File: config.mk
export PLATFORM = sky130hd
export DESIGN_NAME = fft_bitrev_reorder
export DESIGN_NICKNAME = d
export VERILOG_FILES = /design/src/rtl/fft_bitrev_reorder.sv
export SDC_FILE = /design/constraint.sdc
export NUM_CORES = 2
export LEC_CHECK = 0
export ABC_AREA = 0
export CORE_MARGIN = 8
export CORE_UTILIZATION = 62
export CTS_BUF_LIST = sky130_fd_sc_hd__clkbuf_2
export DETAILED_ROUTE_END_ITERATION = 8
export PLACE_DENSITY = 0.8
export SLEW_MARGIN = 20
export SYNTH_ARGS = -nofsm -noshare
export SYNTH_HDL_FRONTEND = slang
export SYNTH_SLANG_ARGS = --single-unit
File: constraint.sdc
create_clock -name clk -period 35.7 [get_ports clk]
set_clock_uncertainty 0.2 [all_clocks]
set_input_delay 3.57 -clock clk [delete_from_list [all_inputs] [get_ports clk]]
set_output_delay 3.57 -clock clk [all_outputs]
set_load 0.005 [all_outputs]
File: src/rtl/fft_bitrev_reorder.sv
`default_nettype none
// ============================================================================
// Module   : fft_bitrev_reorder
// Purpose  : Output-side reorder buffer for the parallel FFT pipeline. Takes
//            frames of COUNT beats x NUM lanes in bit-reversed index order and
//            re-emits each frame in natural index order. Two register banks
//            are used as ping-pong buffers so frames can arrive back-to-back.
// Ports    : clk, rst (async, active-high)
//            din_i/din_q   [NUM] signed samples in, bit-reversed order
//            valid_in      beat valid, a frame is COUNT consecutive beats
//            dout_i/dout_q [NUM] signed samples out, natural order (0 if idle)
//            valid_out     output beat valid
//            sof_out       high with output beat 0 of each frame
//            frame_err     (FFT_REORDER_ERR_EN) one-cycle pulse on partial frame
//            err_cnt       (FFT_REORDER_ERR_EN) saturating partial-frame count
// Options  : define FFT_REORDER_ERR_EN to add frame_err / err_cnt.
// Revision : 1.0 - initial release
// ============================================================================
module fft_bitrev_reorder #(
  parameter int WIDTH = 13,
  parameter int NUM   = 16,
  parameter int DATA  = 64,
  parameter int COUNT = DATA / NUM,
  parameter int LOGN  = $clog2(DATA)
) (
  input  logic                    clk,
  input  logic                    rst,
  input  logic signed [WIDTH-1:0] din_i [0:NUM-1],
  input  logic signed [WIDTH-1:0] din_q [0:NUM-1],
  input  logic                    valid_in,
  output logic signed [WIDTH-1:0] dout_i [0:NUM-1],
  output logic signed [WIDTH-1:0] dout_q [0:NUM-1],
  output logic                    valid_out,
  output logic                    sof_out
`ifdef FFT_REORDER_ERR_EN
  ,
  output logic                    frame_err,
  output logic [7:0]              err_cnt
`endif
);

  localparam int            c_CW      = (COUNT > 1) ? $clog2(COUNT) : 1;
  localparam logic [c_CW-1:0] c_LAST  = c_CW'(COUNT - 1);
  localparam logic [0:0]    c_ST_IDLE = 1'b0;
  localparam logic [0:0]    c_ST_READ = 1'b1;

  function automatic logic [LOGN-1:0] bitrev(input logic [LOGN-1:0] x);
    logic [LOGN-1:0] r;
    for (int k = 0; k < LOGN; k++) r[k] = x[LOGN-1-k];
    return r;
  endfunction

  // Ping-pong storage; index [bank][position]
  logic signed [WIDTH-1:0] mem_i_q [0:1][0:DATA-1];
  logic signed [WIDTH-1:0] mem_q_q [0:1][0:DATA-1];

  logic [c_CW-1:0]         wr_cnt_q, wr_cnt_d;
  logic                    wr_bank_q, wr_bank_d;
  logic                    rd_bank_q, rd_bank_d;
  logic [0:0]              state_q, state_d;
  logic [c_CW-1:0]         rd_cnt_q, rd_cnt_d;
  logic                    valid_out_q, valid_out_d;
  logic                    sof_out_q, sof_out_d;
  logic signed [WIDTH-1:0] dout_i_q [0:NUM-1];
  logic signed [WIDTH-1:0] dout_i_d [0:NUM-1];
  logic signed [WIDTH-1:0] dout_q_q [0:NUM-1];
  logic signed [WIDTH-1:0] dout_q_d [0:NUM-1];
  logic                    frame_done;

  always_comb begin
    frame_done  = valid_in && (wr_cnt_q == c_LAST);
    wr_cnt_d    = '0;
    wr_bank_d   = wr_bank_q;
    rd_bank_d   = rd_bank_q;
    state_d     = state_q;
    rd_cnt_d    = rd_cnt_q;

    // A drop of valid_in mid-frame discards the partial frame.
    if (valid_in && !frame_done) wr_cnt_d = wr_cnt_q + 1'b1;
    if (frame_done) wr_bank_d = ~wr_bank_q;

    case (state_q)
      c_ST_READ: begin
        if (rd_cnt_q == c_LAST) begin
          state_d  = c_ST_IDLE;
          rd_cnt_d = '0;
        end else begin
          rd_cnt_d = rd_cnt_q + 1'b1;
        end
      end
      default: begin
        rd_cnt_d = '0;
      end
    endcase

    // A completed frame always (re)starts a readout of the bank just filled;
    // this also covers the back-to-back case on the last read beat.
    if (frame_done) begin
      state_d   = c_ST_READ;
      rd_cnt_d  = '0;
      rd_bank_d = wr_bank_q;
    end

    valid_out_d = (state_q == c_ST_READ);
    sof_out_d   = (state_q == c_ST_READ) && (rd_cnt_q == '0);

    for (int l = 0; l < NUM; l++) begin
      logic [LOGN-1:0] pos;
      pos = bitrev(LOGN'(int'(rd_cnt_q) * NUM + l));
      if (state_q == c_ST_READ) begin
        dout_i_d[l] = mem_i_q[rd_bank_q][pos];
        dout_q_d[l] = mem_q_q[rd_bank_q][pos];
      end else begin
        dout_i_d[l] = '0;
        dout_q_d[l] = '0;
      end
    end
  end

  // Sample storage is written in place and never needs clearing.
  always_ff @(posedge clk) begin
    if (valid_in) begin
      for (int l = 0; l < NUM; l++) begin
        mem_i_q[wr_bank_q][LOGN'(int'(wr_cnt_q) * NUM + l)] <= din_i[l];
        mem_q_q[wr_bank_q][LOGN'(int'(wr_cnt_q) * NUM + l)] <= din_q[l];
      end
    end
  end

  always_ff @(posedge clk or posedge rst) begin
    if (rst) begin
      wr_cnt_q    <= '0;
      wr_bank_q   <= 1'b0;
      rd_bank_q   <= 1'b0;
      state_q     <= c_ST_IDLE;
      rd_cnt_q    <= '0;
      valid_out_q <= 1'b0;
      sof_out_q   <= 1'b0;
      for (int l = 0; l < NUM; l++) begin
        dout_i_q[l] <= '0;
        dout_q_q[l] <= '0;
      end
    end else begin
      wr_cnt_q    <= wr_cnt_d;
      wr_bank_q   <= wr_bank_d;
      rd_bank_q   <= rd_bank_d;
      state_q     <= state_d;
      rd_cnt_q    <= rd_cnt_d;
      valid_out_q <= valid_out_d;
      sof_out_q   <= sof_out_d;
      for (int l = 0; l < NUM; l++) begin
        dout_i_q[l] <= dout_i_d[l];
        dout_q_q[l] <= dout_q_d[l];
      end
    end
  end

  assign dout_i    = dout_i_q;
  assign dout_q    = dout_q_q;
  assign valid_out = valid_out_q;
  assign sof_out   = sof_out_q;

`ifdef FFT_REORDER_ERR_EN
  logic       frame_err_q, frame_err_d;
  logic [7:0] err_cnt_q, err_cnt_d;

  always_comb begin
    frame_err_d = !valid_in && (wr_cnt_q != '0);
    err_cnt_d   = err_cnt_q;
    if (frame_err_d && (err_cnt_q != 8'hFF)) err_cnt_d = err_cnt_q + 8'd1;
  end

  always_ff @(posedge clk or posedge rst) begin
    if (rst) begin
      frame_err_q <= 1'b0;
      err_cnt_q   <= 8'd0;
    end else begin
      frame_err_q <= frame_err_d;
      err_cnt_q   <= err_cnt_d;
    end
  end

  assign frame_err = frame_err_q;
  assign err_cnt   = err_cnt_q;
`endif

endmodule
`default_nettype wire

==> metrics list <==
- The flow ran to the end, and the final reports show no timing, DRC or antenna violations.
* Total routing usage reported by global routing: 0.307
- Detailed placement ended at an HPWL of 258,000 um.
- Antenna-violating nets left: 0
- Cell variety after synth: 23
- Excluding fillers, the count of instances in the completed layout stands at 13,392.
- The worst path in the final design needs a cycle of 7080 ps, including I/O delays and setup.
* First-pass GRT wire length: 582,000 um
- At the end of routability-driven placement, the weighted congestion stood at 0.822.
- FMAX: 0.141 GHz
- Cell at the root of the clock tree: sky130_fd_sc_hd__clkbuf_2
- Max clock buf depth: 4
* I/O pin count: 837
- In the final layout, the share of cells above drive strength 1 is 0.248.
- The number of setup buffers added after CTS is 0.
- After layout, the worst setup slack is 28,620 ps.
- In this run the cell area measured after placement is 161,000 sq um.
- Die height: 509 um
* Simple-gate portion of the synthesized area: 0.0262
* Net count after synthesis: 8,570
- For this design, the CTS-stage hold fixing added 0 buffers.
* Tightest slew margin relative to the limit: 0.0901
- The number of clock buffers added by TritonCTS is 883.
- The floorplan has 181 rows.
- The share of total power dissipated in combinational logic is 0.264.
- After clock tree synthesis, the clock-pin slew on the worst setup and hold paths is 100 ps.
- Number of fill cells in the layout: 15,277
* Compound-cell area share of the yosys netlist: 0.0917
* Average vias per placed instance: 6.46
- Maximum number of pins on one net before global-route repair: 151
- Pre-CTS worst setup slack: 26,580 ps
- Of the synthesized area, sequential elements account for 0.735.
- The later pin in the worst-skew pair is clocked with a latency of 2100 ps.
* Post-layout nets: 9,852
- Peak VDD IR: 0.0000581 V
* Crit. End Element: register
- Netlist area before placement: 150,000 sq um
- For this configuration, the core starts out at a cell density of 0.621.
* Number of antenna violations at the first check in global routing: 101
- Post-Route WL: 402,000 um
* Mapped Cells: 8,145
* Worst Hold Class: register to register
* Switch share: 0.311
- The tool flagged a number of max-cap violations equal to 0.
- Summing all non-filler instances in the final layout gives an area of 170,000 sq um.
* Worst-case hold slack: 333 ps
- Crit Path Class: input pin to register
- First-pass iteration count of the detailed router: 6
* Routed len/inst: 30.0 um
- # H-tree levels: 6
- Final Slew Violations: 0
* Fraction of synthesized area in multiplexers: 0.125
* Worst Tran Pin Value: 1360 ps
* Largest fanout of any net on the critical path: 148
* Cell-internal power: 7610 uW
- Number of DRC markers after the initial detailed-route iteration: 10,994
* Vias after detailed routing: 86,462
* Dominant combinational cell family by area after synthesis: multiplexers
- The core region is 242,000 sq um.
* Port bufs: 836
* RSZ-0062 raised after global routing: false
- TritonCTS built the clock tree.
* Ratio of final minimum period to clock period: 0.198
- The share of total power dissipated in sequential elements is 0.489.
- Via count of the first global-routing pass: 88,770
- Number of hold-slack violations in the final timing report: 0
* Switching power: 3430 uW
- Summed over all cells, the static leakage comes to 0.0654 uW.
* Num Clock Sinks: 3,753
* Layout-stage area growth over the synthesis result: 12.7%
- Final setup violating endpoints: 0
- The floorplan step defined a die boundary enclosing 259,000 sq um.
- Number of storage elements in the synthesis netlist: 3,753
- PwrDens: 65.1 nW/um^2
- The Yosys step of the flow raised 0 warnings.
* Number of gates given a new drive strength after cts: 0
- A synthesized cell averages 18.5 sq um.
* Data arrival at the endpoint of the critical path: 8450 ps
* Floorplan die width: 509 um
- Including well taps, the total number of placed cells is 11,741.
* Sum of overflow across all layers after global routing: 0
* XOR/XNOR share of the synthesized area: 0.0000582
- STA classifies the critical path startpoint as an input pin.
- For this run, design rule violations remaining after detail routing come to 0.
* Fraction of power consumed by the clock network: 0.246
- Of the total synthesized cell area, the portion taken by full adders, half adders and majority gates is 0.000499.
- In the final timing run, aggregate negative setup slack is 0 ps.
- CP Data Required Time: 37,080 ps
-- worst max-delay path, stage by stage --
cell and delay (ps):
sky130_fd_sc_hd__clkdlybuf4s50_1 750, sky130_fd_sc_hd__and3b_4 770, sky130_fd_sc_hd__buf_4 590, sky130_fd_sc_hd__nor2b_4 300, sky130_fd_sc_hd__buf_12 620, sky130_fd_sc_hd__buf_4 840
sky130_fd_sc_hd__buf_4 710
-- cell families after synthesis --
| group | count (synthesis) |
|---|---|
| DFF | 3753 |
| AOI/OAI and AO/OA | 1977 |
| and+or+nand+nor | 955 |
| muxes | 833 |
| buffers and inverters | 620 |
| adders and majority gates | 6 |
| xor gates and xnor gates | 1 |
-- final timing paths --
kind | startpoint | to | slack [ps] | cells after the start
min in group asynchronous | rst | dout_i[204]$_DFF_PP0_ | 1810 | 2
setup reg to reg | wr_cnt_q[0]$_DFF_PP0_ | mem_q_q[0][327]$_DFFE_PP_ | 30280 | 8
max in group asynchronous | rst | dout_q[89]$_DFF_PP0_ | 30270 | 6
hold / removal | wr_cnt_q[0]$_DFF_PP0_ | wr_cnt_q[0]$_DFF_PP0_ | 330 | 1
setup / recovery | valid_in | mem_q_q[0][327]$_DFFE_PP_ | 28620 | 7
hold reg to reg | wr_cnt_q[0]$_DFF_PP0_ | wr_cnt_q[0]$_DFF_PP0_ | 330 | 1
-- sequential cells by signal, summed over array words and instances (netlist names) --
register	count
dout_q	208
wr_cnt_q	2
mem_q_q	1664
rd_bank_q	1
dout_i	208
state_q	1
mem_i_q	1664
rd_cnt_q	2
valid_out	1
wr_bank_q	1
sof_out	1
-- power by group through the flow --
stage                     logic [uW]  registers [uW]  clock network (uW)
after global placement          2870            5480                   0
after global routing            3090            5430                2970
after floorplan                 1830            5610                   0
final                           2920            5400                2720
after detailed placement        2910            5500                   0
after CTS                       2920            5400                2760
-- cell type report --
cell class / count / area, sq um / share of cell area
timing repair buffer: 1011 / 9910 / 0.0584
sequential: 3753 / 111000 / 0.652
clock inverter: 222 / 1130 / 0.00668
antenna: 69 / 173 / 0.00102
clock buffer: 1357 / 6790 / 0.0401
multi-input combinational: 3772 / 36900 / 0.218
tap: 3202 / 4010 / 0.0236
inverter: 6 / 45.0 / 0.000266
-- layout by cell type (no fill, tap or decap), types with 3 or more instances in the layout --
master                            instances
sky130_fd_sc_hd__edfxtp_1              3328
sky130_fd_sc_hd__a21o_1                1560
sky130_fd_sc_hd__clkbuf_2              1357
sky130_fd_sc_hd__clkdlybuf4s50_1        836
sky130_fd_sc_hd__nand2_1                834
sky130_fd_sc_hd__mux4_2                 832
sky130_fd_sc_hd__dfrtp_1                422
sky130_fd_sc_hd__a21oi_1                416
sky130_fd_sc_hd__clkinv_1               172
sky130_fd_sc_hd__buf_4                  156
sky130_fd_sc_hd__diode_2                 69
sky130_fd_sc_hd__nor2b_2                 54
sky130_fd_sc_hd__nor2b_4                 29
sky130_fd_sc_hd__nor2b_1                 25
sky130_fd_sc_hd__clkinv_2                16
sky130_fd_sc_hd__buf_12                  12
sky130_fd_sc_hd__inv_2                   10
sky130_fd_sc_hd__bufinv_16                7
sky130_fd_sc_hd__ha_1                     6
sky130_fd_sc_hd__clkinvlp_4               6
sky130_fd_sc_hd__inv_6                    5
sky130_fd_sc_hd__inv_8                    4
sky130_fd_sc_hd__and2_4                   4
sky130_fd_sc_hd__buf_6                    4
sky130_fd_sc_hd__inv_1                    3
sky130_fd_sc_hd__clkinv_4                 3
sky130_fd_sc_hd__buf_16                   3
sky130_fd_sc_hd__dfrtp_4                  3
-- synthesized netlist by cell type (all sizes together) --
cell type / count / area [sq um]
edfxtp: 3328 / 99900
a21o: 1560 / 11700
nand2: 834 / 3130
mux4: 832 / 18700
buf: 454 / 2710
dfrtp: 425 / 10600
a21oi: 416 / 2080
clkbuf: 160 / 601
nor2b: 108 / 723
ha: 6 / 75.1
inv: 6 / 22.5
and2: 5 / 31.3
and3: 4 / 25.0
and3b: 2 / 17.5
mux2: 1 / 11.3
nor2: 1 / 3.75
nor3: 1 / 5.00
o21ai: 1 / 5.00
xnor2: 1 / 8.76
-- metrics by stage --
step,util,total power [uW]
after floorplan,-,7440
after global placement,0.665,8340
after detailed placement,0.666,8410
after CTS,0.698,11100
after global routing,0.699,11500
final,0.700,11000
-- per-layer routing --
layer	routed length, um	track usage	vias to the layer above	part of all wire
li1	-	-	35465	-
met1	146000	0.430	44162	0.36
met2	183000	0.453	6037	0.45
met3	56100	0.0985	768	0.14
met4	17300	0.129	30	0.043
met5	199	0	-	0.00049
Power figures use the tool's default switching activity.
